--- src/rtl/rule110_seq_pkg.sv ---
// Shared types and defaults for the rule110 array sequencer.
// Command opcodes, FSM states and the default bus widths live here.
package rule110_seq_pkg;

  localparam int CELLS_PER_BLOCK = 8;
  localparam int DEF_ADDR_W      = 6;
  localparam int DEF_CNT_W       = 16;
  localparam int DEF_GEN_W       = 32;

  typedef enum logic [1:0] {
    OP_WRITE = 2'd0,
    OP_READ  = 2'd1,
    OP_RUN   = 2'd2,
    OP_DUMP  = 2'd3
  } op_e;

  typedef enum logic [2:0] {
    ST_IDLE   = 3'd0,
    ST_WRITE  = 3'd1,
    ST_RUN    = 3'd2,
    ST_SAMPLE = 3'd3,
    ST_RESP   = 3'd4
  } state_e;

endpackage

--- src/rtl/rule110_run_counter.sv ---
// Loadable down-counter for RUN: holds the generations still to advance.
// zero_o means nothing left; last_o means the next advance is the final one.
module rule110_run_counter #(
  parameter int CNT_W = rule110_seq_pkg::DEF_CNT_W
) (
  input  logic             clk,
  input  logic             reset,
  input  logic             load_i,
  input  logic [CNT_W-1:0] load_val_i,
  input  logic             dec_i,
  output logic             zero_o,
  output logic             last_o
);

  logic [CNT_W-1:0] count_q;
  logic [CNT_W-1:0] count_d;

  always_comb begin
    count_d = count_q;
    if (load_i) begin
      count_d = load_val_i;
    end else if (dec_i && (count_q != '0)) begin
      count_d = count_q - CNT_W'(1);
    end
  end

  always_ff @(posedge clk) begin
    if (reset) begin
      count_q <= '0;
    end else begin
      count_q <= count_d;
    end
  end

  assign zero_o = (count_q == '0);
  assign last_o = (count_q == CNT_W'(1));

endmodule

--- src/rtl/rule110_sequencer.sv ---
// Turns host WRITE/READ/RUN/DUMP commands into registered pin-level control
// of the rule110 cell array; the array is halted whenever it is not in RUN.
module rule110_sequencer
  import rule110_seq_pkg::*;
#(
  parameter int NUM_CELLS = 64,
  parameter int BLOCKS    = NUM_CELLS / CELLS_PER_BLOCK,
  parameter int ADDR_W    = DEF_ADDR_W,
  parameter int CNT_W     = DEF_CNT_W,
  parameter int GEN_W     = DEF_GEN_W
) (
  input  logic              clk,
  input  logic              reset,
  input  logic              cmd_valid,
  output logic              cmd_ready,
  input  logic [1:0]        cmd_op,
  input  logic [ADDR_W-1:0] cmd_addr,
  input  logic [7:0]        cmd_data,
  input  logic [CNT_W-1:0]  cmd_count,
  output logic              rsp_valid,
  input  logic              rsp_ready,
  output logic [7:0]        rsp_data,
  output logic [ADDR_W-1:0] rsp_addr,
  output logic              rsp_last,
  output logic              rsp_err,
  output logic [7:0]        ca_data_in,
  output logic              ca_we_n,
  output logic              ca_halt_n,
  output logic [ADDR_W-1:0] ca_addr,
  input  logic [7:0]        ca_data_out,
  output logic [GEN_W-1:0]  generation,
  output logic              busy
);

  localparam logic [ADDR_W:0]   BLOCKS_CMP = (ADDR_W + 1)'(BLOCKS);
  localparam logic [ADDR_W-1:0] LAST_ADDR  = ADDR_W'(BLOCKS - 1);

  state_e state_q, state_d;

  logic              ca_we_n_q, ca_we_n_d;
  logic              ca_halt_n_q, ca_halt_n_d;
  logic [ADDR_W-1:0] ca_addr_q, ca_addr_d;
  logic [7:0]        ca_data_in_q, ca_data_in_d;
  logic              rsp_valid_q, rsp_valid_d;
  logic [7:0]        rsp_data_q, rsp_data_d;
  logic [ADDR_W-1:0] rsp_addr_q, rsp_addr_d;
  logic              rsp_last_q, rsp_last_d;
  logic              rsp_err_q, rsp_err_d;
  logic [GEN_W-1:0]  gen_q, gen_d;
  logic              dump_q, dump_d;
  logic              rd_err_q, rd_err_d;
  logic [ADDR_W-1:0] req_addr_q, req_addr_d;

  logic cmd_fire;
  logic addr_ok;
  logic resp_fire;
  logic dump_more;
  logic cnt_load, cnt_dec, cnt_zero, cnt_last;
  op_e  op;

  // Both ports use valid/ready: a transfer happens at a rising edge where
  // valid and ready are both high; the sender holds its payload until then.
  assign cmd_ready = (state_q == ST_IDLE);
  assign busy      = ~cmd_ready;
  assign cmd_fire  = cmd_valid & cmd_ready;
  assign op        = op_e'(cmd_op);
  assign addr_ok   = ({1'b0, cmd_addr} < BLOCKS_CMP);
  assign resp_fire = (state_q == ST_RESP) & rsp_ready;
  assign dump_more = dump_q & (ca_addr_q != LAST_ADDR);

  rule110_run_counter #(
    .CNT_W(CNT_W)
  ) u_run_counter (
    .clk       (clk),
    .reset     (reset),
    .load_i    (cnt_load),
    .load_val_i(cmd_count),
    .dec_i     (cnt_dec),
    .zero_o    (cnt_zero),
    .last_o    (cnt_last)
  );

  always_ff @(posedge clk) begin
    if (reset) begin
      state_q <= ST_IDLE;
    end else begin
      state_q <= state_d;
    end
  end

  always_comb begin
    state_d = state_q;
    case (state_q)
      ST_IDLE: begin
        if (cmd_fire) begin
          case (op)
            OP_WRITE: state_d = ST_WRITE;
            OP_RUN:   state_d = ST_RUN;
            default:  state_d = ST_SAMPLE;
          endcase
        end
      end
      ST_WRITE:  state_d = ST_IDLE;
      ST_RUN:    if (cnt_zero || cnt_last) state_d = ST_IDLE;
      ST_SAMPLE: state_d = ST_RESP;
      ST_RESP:   if (rsp_ready) state_d = dump_more ? ST_SAMPLE : ST_IDLE;
      default:   state_d = ST_IDLE;
    endcase
  end

  always_comb begin
    ca_we_n_d    = ca_we_n_q;
    ca_halt_n_d  = ca_halt_n_q;
    ca_addr_d    = ca_addr_q;
    ca_data_in_d = ca_data_in_q;
    rsp_valid_d  = rsp_valid_q;
    rsp_data_d   = rsp_data_q;
    rsp_addr_d   = rsp_addr_q;
    rsp_last_d   = rsp_last_q;
    rsp_err_d    = rsp_err_q;
    gen_d        = gen_q;
    dump_d       = dump_q;
    rd_err_d     = rd_err_q;
    req_addr_d   = req_addr_q;
    cnt_load     = 1'b0;
    cnt_dec      = 1'b0;
    case (state_q)
      ST_IDLE: begin
        if (cmd_fire) begin
          dump_d   = 1'b0;
          rd_err_d = 1'b0;
          case (op)
            OP_WRITE: begin
              // Out-of-range writes still pass through WRITE but never strobe.
              if (addr_ok) begin
                ca_we_n_d    = 1'b0;
                ca_addr_d    = cmd_addr;
                ca_data_in_d = cmd_data;
              end
            end
            OP_RUN: begin
              cnt_load    = 1'b1;
              ca_halt_n_d = (cmd_count != '0);
            end
            OP_READ: begin
              req_addr_d = cmd_addr;
              if (addr_ok) ca_addr_d = cmd_addr;
              else         rd_err_d  = 1'b1;
            end
            default: begin
              dump_d    = 1'b1;
              ca_addr_d = '0;
            end
          endcase
        end
      end
      ST_WRITE: ca_we_n_d = 1'b1;
      ST_RUN: begin
        if (!cnt_zero) begin
          cnt_dec = 1'b1;
          gen_d   = gen_q + GEN_W'(1);
          if (cnt_last) ca_halt_n_d = 1'b0;
        end
      end
      ST_SAMPLE: begin
        rsp_valid_d = 1'b1;
        rsp_data_d  = rd_err_q ? 8'h00 : ca_data_out;
        rsp_addr_d  = rd_err_q ? req_addr_q : ca_addr_q;
        rsp_err_d   = rd_err_q;
        rsp_last_d  = ~dump_more;
      end
      ST_RESP: begin
        if (resp_fire) begin
          rsp_valid_d = 1'b0;
          rsp_last_d  = 1'b0;
          rsp_err_d   = 1'b0;
          if (dump_more) ca_addr_d = ca_addr_q + ADDR_W'(1);
        end
      end
      default: ;
    endcase
  end

  always_ff @(posedge clk) begin
    if (reset) begin
      ca_we_n_q    <= 1'b1;
      ca_halt_n_q  <= 1'b0;
      ca_addr_q    <= '0;
      ca_data_in_q <= '0;
      rsp_valid_q  <= 1'b0;
      rsp_data_q   <= '0;
      rsp_addr_q   <= '0;
      rsp_last_q   <= 1'b0;
      rsp_err_q    <= 1'b0;
      gen_q        <= '0;
      dump_q       <= 1'b0;
      rd_err_q     <= 1'b0;
      req_addr_q   <= '0;
    end else begin
      ca_we_n_q    <= ca_we_n_d;
      ca_halt_n_q  <= ca_halt_n_d;
      ca_addr_q    <= ca_addr_d;
      ca_data_in_q <= ca_data_in_d;
      rsp_valid_q  <= rsp_valid_d;
      rsp_data_q   <= rsp_data_d;
      rsp_addr_q   <= rsp_addr_d;
      rsp_last_q   <= rsp_last_d;
      rsp_err_q    <= rsp_err_d;
      gen_q        <= gen_d;
      dump_q       <= dump_d;
      rd_err_q     <= rd_err_d;
      req_addr_q   <= req_addr_d;
    end
  end

  assign ca_we_n    = ca_we_n_q;
  assign ca_halt_n  = ca_halt_n_q;
  assign ca_addr    = ca_addr_q;
  assign ca_data_in = ca_data_in_q;
  assign rsp_valid  = rsp_valid_q;
  assign rsp_data   = rsp_data_q;
  assign rsp_addr   = rsp_addr_q;
  assign rsp_last   = rsp_last_q;
  assign rsp_err    = rsp_err_q;
  assign generation = gen_q;

endmodule

--- config.mk ---
export PLATFORM = sky130hd
export DESIGN_NAME = rule110_sequencer
export DESIGN_NICKNAME = d
export VERILOG_FILES = /design/src/rtl/rule110_seq_pkg.sv /design/src/rtl/rule110_run_counter.sv /design/src/rtl/rule110_sequencer.sv
export SDC_FILE = /design/constraint.sdc
export NUM_CORES = 1
export LEC_CHECK = 0
export CAP_MARGIN = 20
export CORE_MARGIN = 2
export CORE_UTILIZATION = 64
export CTS_CLUSTER_SIZE = 40
export DETAILED_ROUTE_END_ITERATION = 8
export DONT_BUFFER_PORTS = 1
export PLACE_DENSITY = 0.83
export SETUP_SLACK_MARGIN = 0.5
export SYNTH_ARGS = -nofsm -noshare
export SYNTH_HDL_FRONTEND = slang
export SYNTH_SLANG_ARGS = --single-unit
--- constraint.sdc ---
create_clock -name clk -period 3.3 [get_ports clk]
set_clock_uncertainty 0.15 [all_clocks]
set_input_delay 0.66 -clock clk [delete_from_list [all_inputs] [get_ports clk]]
set_output_delay 0.66 -clock clk [all_outputs]
set_load 0.01 [all_outputs]
==> metrics.txt, run 1 <==
Pwr Density 723 nW/um^2; Root Buffer clkbuf_8; clk sink count 92; drt drc 0; RSZ-0062 raised after global routing false; FF+latch area 1840 sq um; Post-CTS Setup Inserts 0; Seq/Total Area, Yosys 38.2%; core area 7290 sq um; Reg clk slew, reported paths 0.09 ns; Net Count, Synth 623; dpl hpwl 8.23 mm; diodes inserted 0; DRT antenna net count 0; Max rail drop VDD 0.523 mV; CP required 3.41 ns; Tcrit/Tclk final 81.4%; Final Core Density 69.2%; layout cell share with drive strength beyond 1 8.60%; Slew headroom 46.8%; largest area contributor in the netlist dfxtp_1; slowest stage cell, crit path or4b_2; post-synth top area share 38.2%; vias per std cell 6.83; Worst Setup End Kind flop; Ports 111; Max-cap violations 0; DRT Pass-1 Iters 5; R2R setup slack 0.61 ns; Netlist cell types 62; cell count after synthesis 575; GRT Residual Overflow 0; CP arrival 2.80 ns; Synth Area per Inst 8.38 sq um; CP cell instances ha_1 -> or4b_2 -> o21a_1 -> o21ai_0 -> mux2_2; yosys warns 0; fmax 372 MHz; Post-Syn Area 4820 sq um; Final GP Congestion 0.897; die area 8240 sq um; most common cell after layout, fill and taps aside dfxtp_1; initial antenna violation count 0; chip width 90.8 um; critical path type reg -> reg; detailed-route via count 4487; run status completed; critical path's top delay family simple AND/OR/NAND/NOR gates; TritonCTS clock tree built; Starting Density 66.1%; num rows 31; final WL 12.0 mm; largest net degree at the start of global routing 106; Die H 90.8 um; initial DRC count 319; commonest non-fill, non-tap cells in the layout dfxtp_1, nand2_1, nor2_1, a21oi_1, nor4_1; Total Neg Setup Slack 0 ns; Buf+Inv Stages, Crit Path 0; Hold Path Class in -> reg; final net count 601; area taken by multi-input logic gates 2750 sq um; IO Port Bufs 0; vias in the first global route 4248; cts bufs inserted 9; largest cells by area after synthesis dfxtp_1, a21oi_1, nand2_1; Worst-Margin Slew 0.787 ns; asr flop ratio synth 0%; Period minus WS final 2.69 ns; Crit path largest cell delay 0.63 ns; # fillers 597; final total power 3650 uW; post-CTS resize count 0; Seq cells post-synth 92; H-tree depth 3; first-pass GRT wire length 20.1 mm; # hold bufs at CTS 0; leak pwr 0.00168 uW; number of flops mapped to enable cells by yosys 0; kind of start point of the critical path flop; max-slew violations 0; number of hold violations in the final report 0; total global-route track usage 28.7%; Clock Latency Late Sink 0.36 ns; Finish-stage setup viols 0; DR WL/cell 18.3 um; Worst Path Max Fanout 7; Area Overhead vs Synth 4.72%; Most used DFF post-synth dfxtp_1; Clock Path Buffers 2
## synth_stat cells (7+ instances only)
master and count:
dfxtp_1 92, mux2_2 8, o21ai_0 13, o311ai_0 9, nand4_1 13, nor2_1 50, or3_1 8, inv_1 13
mux2i_1 13, nor3_1 8, a31oi_1 7, o31ai_1 12, and3_1 7, clkbuf_1 31, nand3_1 20, and4_1 10
a211oi_1 12, nand2_1 53, nor4_1 26, or4_1 19, nor2b_1 15, nand3b_1 10, a21oi_1 43
## metrics by stage
step / cell area, sq um / hold WS (ns) / instances / worst slack (ns)
global placement: 4820 / 0.309 / 641 / 0.783
global route: 5050 / 0.198 / 657 / 0.509
CTS: 5050 / 0.196 / 657 / 0.639
finish: 5050 / 0.204 / 657 / 0.613
floorplan: 4820 / 0.286 / 575 / 0.884
detailed placement: 4820 / 0.305 / 641 / 0.646
## power breakdown
part	switching, uW	internal (uW)	leakage, uW	total (uW)
Clock	411	454	0.000113	865
Combinational	875	468	0.000823	1340
Sequential	207	1230	0.000745	1440
## routing by layer
layer  share of wire (%)  track usage [%]  up-vias  routed length, um
li1                    -                -     2139                  -
met1                  42             36.9     2100               5010
met2                  48             46.2      214               5790
met3                 8.2             7.76       34                988
met4                 1.9             11.0        0                234
met5                   0                0        -                  0
## cells by family (layout without fill, tap and decap cells)
kind of cell | Yosys count | in the layout | share of synthesized area [%]
buffers and inverters | 53 | 36 | 4.85
adder cells (fa/ha/maj) | 4 | 4 | 1.04
flip-flops | 92 | 92 | 38.2
AND/OR/NAND/NOR | 269 | 269 | 31.4
AO/OA/AOI/OAI | 130 | 130 | 18.5
XOR/XNOR | 1 | 1 | 0.182
multiplexers | 26 | 26 | 5.74
## state kept, by name, summed over array words and instances (netlist names), 3 cells and up
register               flops
ca_addr                    6
ca_data_in                 8
generation                32
req_addr_q                 6
rsp_addr                   6
rsp_data                   8
state_q                    3
u_run_counter.count_q     16
## worst paths after layout
check / startpoint / end / cells after the start
max: ca_addr[0]$_SDFFE_PP0P_ / ca_addr[1]$_SDFFE_PP0P_ / 5
min: reset / generation[12]$_SDFFE_PP0P_ / 1
max reg2reg: ca_addr[0]$_SDFFE_PP0P_ / ca_addr[1]$_SDFFE_PP0P_ / 5
min reg2reg: dump_q$_SDFFE_PP0P_ / dump_q$_SDFFE_PP0P_ / 2
## layout make-up
cell class | instances | area share, %
multi-input cells | 430 | 54.5
flip-flops and latches | 92 | 36.5
clock inverters | 6 | 1.86
inverters | 13 | 0.967
well taps | 99 | 2.45
repair buffers | 7 | 1.04
clock buffers | 10 | 2.73
Note: power is estimated with default switching activity, not from simulation.
==> run 2, diff against run 1 <==
Settings changed: CORE_UTILIZATION 64 to 57, PLACE_DENSITY 0.83 to 0.78.
Clock period 3.3 ns to 2.4 ns, I/O delays scaled along.
==> run 2 against run 1 <==
  * Setup slack got worse by 0.45 ns
  * Combinational power increased to 3.3 times the previous value
  * Utilization up 8.9 points
  * Highest routed layer unchanged
  * First-iteration DRC count grew 36%
  * Largest cell class unchanged
  * Maximum frequency is 20% higher
==> metrics.txt, run 2 (synthesized netlist as in run 1, its figures left out) <==
run status completed; IO Port Bufs 0; diodes inserted 0; Ports 111; Finish-stage setup viols 0; final net count 674; Starting Density 58.7%; Root Buffer clkbuf_8; area taken by multi-input logic gates 3310 sq um; # fillers 516; Worst-Margin Slew 0.658 ns; most common cell after layout, fill and taps aside dfxtp_1; Reg clk slew, reported paths 0.10 ns; Clock Path Buffers 2; Max rail drop VDD 0.983 mV; Largest register FFs 32; cts bufs inserted 9; DR WL/cell 20.7 um; drt drc 0; clk sink count 92; num rows 33; core area 8220 sq um; FF+latch area 1880 sq um; Hold Path Class in -> reg; CP cell instances or4_4 -> buf_6 -> o41ai_4 -> buf_4 -> o2111ai_1 -> o21ai_1; initial DRC count 435; Max-cap violations 0; RSZ-0062 raised after global routing true; slowest stage cell, crit path or4_4; CP required 2.55 ns; Non-Filler Instances 736; Period minus WS final 2.24 ns; vias in the first global route 4544; commonest non-fill, non-tap cells in the layout dfxtp_1, nand2_1, buf_4, nor2_1, a21oi_1; initial antenna violation count 0; critical path type reg -> reg; Die H 96.0 um; max-slew violations 0; dpl hpwl 8.64 mm; DRT antenna net count 0; # hold bufs at CTS 0; Final GP Congestion 0.857; CP arrival 2.38 ns; DRT Pass-1 Iters 5; Crit path largest cell delay 0.57 ns; placed cells 673; Fin Hold WS 0.0194 ns; total global-route track usage 29.8%; Total Neg Setup Slack 0 ns; H-tree depth 3; layout cell share with drive strength beyond 1 32.6%; Clock Latency Late Sink 0.37 ns; fmax 447 MHz; final WL 15.3 mm; TritonCTS clock tree built; critical path's top delay family compound AO/OA/AOI/OAI gates; number of hold violations in the final report 0; Slew headroom 55.7%; Buf+Inv Stages, Crit Path 2; detailed-route via count 5061; die area 9210 sq um; largest net degree at the start of global routing 106; Worst Setup End Kind flop; Tcrit/Tclk final 93.1%; Pwr Density 1180 nW/um^2; vias per std cell 6.88; chip width 96.0 um; leak pwr 0.00223 uW; Area Overhead vs Synth 33.3%; GRT Residual Overflow 0; kind of start point of the critical path flop; first-pass GRT wire length 21.8 mm; Worst Path Max Fanout 6
## run 2: cell types whose count changed in the layout (fill, tap and decap cells not counted), moves of 6 or more
cell | before | now
a21oi_1 | 43 | 37
buf_6 | 0 | 21
nor4_1 | 26 | 14
o21ai_0 | 13 | 5
dfxtp_1 | 92 | 79
dfxtp_2 | 0 | 6
buf_4 | 7 | 48
dfxtp_4 | 0 | 7
nor4_2 | 0 | 10
## run 2: layer usage
layer	share of wire [%]	vias to the layer above	routed length (um)	track usage (%)
li1	-	2298	-	-
met1	38	2418	5860	35.7
met2	49	288	7460	50.2
met3	9.3	57	1420	8.22
met4	3.4	0	521	12.5
met5	0	-	0	0
## run 2: per-stage QoR
step	setup slack, ns	power, uW	utilization [%]	instance area (sq um)
4_1_cts	0.233	6690	72.1	5930
3_5_place_dp	0.0389	4240	62.5	5140
6_report	0.165	7590	78.2	6420
2_1_floorplan	0.184	3700	-	4950
3_3_place_gp	0.124	4150	62.5	5140
5_1_grt	0.0921	7880	78.2	6420
## run 2: repair_timing
item | 4_1_cts | 5_1_grt
cloned | 3 | 1
setup endpoints to repair | 69 | 75
resized for setup | 69 | 68
setup buffers | 23 | 20
pin swaps | 23 | 40
## run 2: final cells by class
cell class / instances / area share, %
clock inverter: 6 / 1.46
inverter: 13 / 0.838
clock buffer: 10 / 2.14
timing repair buffer: 80 / 12.8
tap: 105 / 2.05
multi-input combinational: 430 / 51.5
sequential: 92 / 29.2
## run 2: worst reg2reg max path: stages, from the launching register on
cell and delay (ns):
dfxtp_4 0.37, or4_4 0.57, buf_6 0.15, o41ai_4 0.45
buf_4 0.23, o2111ai_1 0.13, o21ai_1 0.12
## run 2: final timing paths
path         depth (start not counted)                                   from                                endpoint  slack [ns]
max                                  6  u_run_counter.count_q[5]$_SDFFE_PP0P_  u_run_counter.count_q[15]$_SDFFE_PP0P_        0.16
min                                  1                                  reset             generation[12]$_SDFFE_PP0P_        0.02
max reg2reg                          6  u_run_counter.count_q[5]$_SDFFE_PP0P_  u_run_counter.count_q[15]$_SDFFE_PP0P_        0.16
min reg2reg                          2               rsp_data[4]$_SDFFE_PP0P_                rsp_data[4]$_SDFFE_PP0P_        0.35
## run 2: where the power goes
part           leakage (uW)  switching (uW)  internal [uW]
Sequential         0.000753             251           1720
Combinational       0.00137            2190           2220
Clock              0.000113             592            625
==> run 3, diff against run 2 <==
Settings changed: CORE_UTILIZATION 57 to 64, PLACE_DENSITY 0.78 to 0.83.
Clock period 2.4 ns to 2.1 ns, I/O delays scaled along.
==> run 3 against run 2 <==
  * Synthesized area stayed put
  * Synthesized cell count unchanged
  * The flow now stops in global routing
==> metrics.txt, run 3 <==
clk sink count 92; Clock Path Buffers 2; Worst EP kind sequential cell input; cell count after synthesis 575; Crit. endpoint post-GRT repair generation[24]$_SDFFE_PP0P_/D; Starting Density 66.1%; largest net degree at the start of global routing 106; initial antenna violation count 0; cts bufs inserted 9; Seq/Total Area, Yosys 38.2%; placed cells 719; IO Port Bufs 0; Final GP Congestion 0.954; largest cells by area after synthesis dfxtp_1, a21oi_1, nand2_1; Synth Area per Inst 8.38 sq um; Post-Syn Area 4820 sq um; num rows 31; post-synth top area share 38.2%; run status stopped before the end; Root Buffer clkbuf_8; Most used DFF post-synth dfxtp_1; halt point of the flow global routing; number of flops mapped to enable cells by yosys 0; Die H 90.8 um; Ports 111; Net Count, Synth 623; yosys warns 0; dpl cell area 5580 sq um; top-count cell post-synth dfxtp_1; largest area contributor in the netlist dfxtp_1; asr flop ratio synth 0%; Post-synth top cells dfxtp_1, nand2_1, nor2_1; Netlist cell types 62; H-tree depth 3; chip width 90.8 um; dpl hpwl 9.53 mm; First Err [ERROR DPL-0033] detailed placement checks failed during check placement.; Seq cells post-synth 92
[run 3: per-stage QoR]
stage	setup slack (ns)	setup TNS, ns	hold slack [ns]
floorplan	-0.116	-1.31	0.286
global placement	-0.0431	-0.256	0.301
detailed placement	-0.0798	-1.22	0.306
CTS	-0.0238	-0.0993	-0.0449
[run 3: what timing repair did]
item / CTS
resized for setup: 65
hold endpoints to repair: 67
endpoints found under the setup margin: 93
buffers inserted: 12
gates cloned: 1
pin swaps: 21
[run 3: logic make-up after synthesis]
| group | count (synthesis) | synth area share (%) |
|---|---|---|
| fa+ha+maj | 4 | 1.04 |
| xor+xnor | 1 | 0.182 |
| flops | 92 | 38.2 |
| simple gates | 269 | 31.4 |
| mux | 26 | 5.74 |
| compound gates | 130 | 18.5 |
| buf+inv | 53 | 4.85 |
==> run 4, diff against run 3 <==
Settings changed: CORE_UTILIZATION 64 to 40, CTS_CLUSTER_SIZE 40 to unset, PLACE_DENSITY 0.83 to unset, PLACE_DENSITY_LB_ADDON set to 0.15, SETUP_SLACK_MARGIN 0.5 to unset.
==> run 4 against run 3 <==
  * The flow now finishes, with violations (setup timing)
==> metrics.txt, run 4 (synthesized netlist as in run 1, its figures left out) <==
clk sink count 92; Area Overhead vs Synth 36.0%; r2r startpoint u_run_counter.count_q[5]$_SDFFE_PP0P_; leak pwr 0.00241 uW; Max-cap violations 0; Tcrit/Tclk final 105%; violated checks setup timing; largest net degree at the start of global routing 60; drt drc 0; Slew headroom 57.1%; Max rail drop VDD 0.874 mV; number of hold violations in the final report 0; H-tree depth 3; fmax 454 MHz; Hold Path Class in -> reg; R2R setup slack -0.10 ns; Largest register FFs 32; Reg clk slew, reported paths 0.07 ns; layout cell share with drive strength beyond 1 32.4%; commonest non-fill, non-tap cells in the layout buf_4, dfxtp_1, nand2_1, nor2_1, a21oi_1; Root Buffer clkbuf_16; reg2reg path depth 6; kind of start point of the critical path flop; final WL 15.2 mm; core area 11900 sq um; chip width 114 um; Final GP Congestion 0.839; IO Port Bufs 0; initial DRC count 335; Finish-stage setup viols 31; Pwr Density 1360 nW/um^2; DRT Pass-1 Iters 5; Ports 111; detailed-route via count 4940; Worst Setup End Kind flop; hold-critical path depth 1; FF-to-FF End generation[28]$_SDFFE_PP0P_; final net count 715; Hold Crit Endpoint u_run_counter.count_q[6]$_SDFFE_PP0P_; Worst Path Max Fanout 5; Starting Density 40.6%; Die H 114 um; Clock Latency Late Sink 0.35 ns; diodes inserted 0; DR WL/cell 18.5 um; die area 12900 sq um; dpl hpwl 9.85 mm; vias per std cell 6.03; critical path type reg -> reg; RSZ-0062 raised after global routing true; DRT antenna net count 0; CP arrival 2.29 ns; first-pass GRT wire length 23.3 mm; max-slew violations 0; Worst Setup Slack, final -0.104 ns; Fin Hold WS 0.0122 ns; vias in the first global route 4551; Worst-Margin Slew 0.643 ns; total global-route track usage 22.4%; num rows 40; GRT Residual Overflow 0; Final Core Density 55.3%; initial antenna violation count 0; CP required 2.19 ns; run status finished, violations left; start point of the worst hold path reset; Clock Path Buffers 2; Period minus WS final 2.20 ns; most common cell after layout, fill and taps aside buf_4; cts bufs inserted 9; TritonCTS clock tree built
## run 4: where the power goes
group | leakage, uW | switching (uW) | internal (uW)
clock network | 0.000147 | 724 | 996
registers | 0.000750 | 173 | 1950
logic | 0.00151 | 2410 | 2630
## run 4: cell type report
class / instances / area [sq um]
inverter: 13 / 48.8
clock inverter: 5 / 58.8
sequential: 92 / 1860
clock buffer: 11 / 254
multi-input combinational: 430 / 3070
fill: 1081 / 5310
timing repair buffer: 121 / 1080
tap: 147 / 184
## run 4: what timing repair did
| action | 4_1_cts | 5_1_grt |
|---|---|---|
| setup buffers | 3 | 16 |
| pin swaps | 3 | 22 |
| hold buffers | 2 | 0 |
| resized for setup | 12 | 64 |
| cloned | 1 | 4 |
| endpoints found under the hold margin | 59 | 0 |
| setup endpoints to repair | 39 | 48 |
## run 4: worst max-delay path: stages, from the launching register on
cell	delay [ns]
dfxtp_2	0.32
or4_4	0.58
nor4_4	0.33
buf_4	0.20
buf_12	0.14
nor4_2	0.05
mux2_1	0.32
## run 4: worst max-delay path by stage
stage                                   to                                  start  cells after the start
3_5_place_dp   generation[24]$_SDFFE_PP0P_  u_run_counter.count_q[7]$_SDFFE_PP0P_                      5
4_1_cts        generation[24]$_SDFFE_PP0P_  u_run_counter.count_q[7]$_SDFFE_PP0P_                      5
5_1_grt        generation[10]$_SDFFE_PP0P_  u_run_counter.count_q[5]$_SDFFE_PP0P_                      8
2_1_floorplan  generation[24]$_SDFFE_PP0P_  u_run_counter.count_q[5]$_SDFFE_PP0P_                      6
6_report       generation[28]$_SDFFE_PP0P_  u_run_counter.count_q[5]$_SDFFE_PP0P_                      6
3_3_place_gp   generation[24]$_SDFFE_PP0P_  u_run_counter.count_q[7]$_SDFFE_PP0P_                      5
## run 4: routing by layer
| layer | track usage [%] | vias up | part of all wire (%) | routed length, um |
|---|---|---|---|---|
| li1 | - | 2371 | - | - |
| met4 | 7.97 | 0 | 1.6 | 247 |
| met2 | 38.0 | 151 | 49 | 7520 |
| met5 | 0 | - | 0 | 0 |
| met1 | 28.0 | 2401 | 43 | 6490 |
| met3 | 4.94 | 17 | 6.1 | 928 |
## run 4: stage by stage
step,std cells,power [uW],setup slack [ns],setup TNS (ns),area [sq um]
2_1_floorplan,575,4170,-0.117,-1.19,4900
3_3_place_gp,777,5340,-0.0885,-0.922,5640
3_5_place_dp,777,5410,-0.130,-1.83,5640
4_1_cts,799,7360,-0.0406,-0.225,6060
5_1_grt,819,9310,-0.161,-4.14,6550
6_report,819,8890,-0.104,-1.71,6550
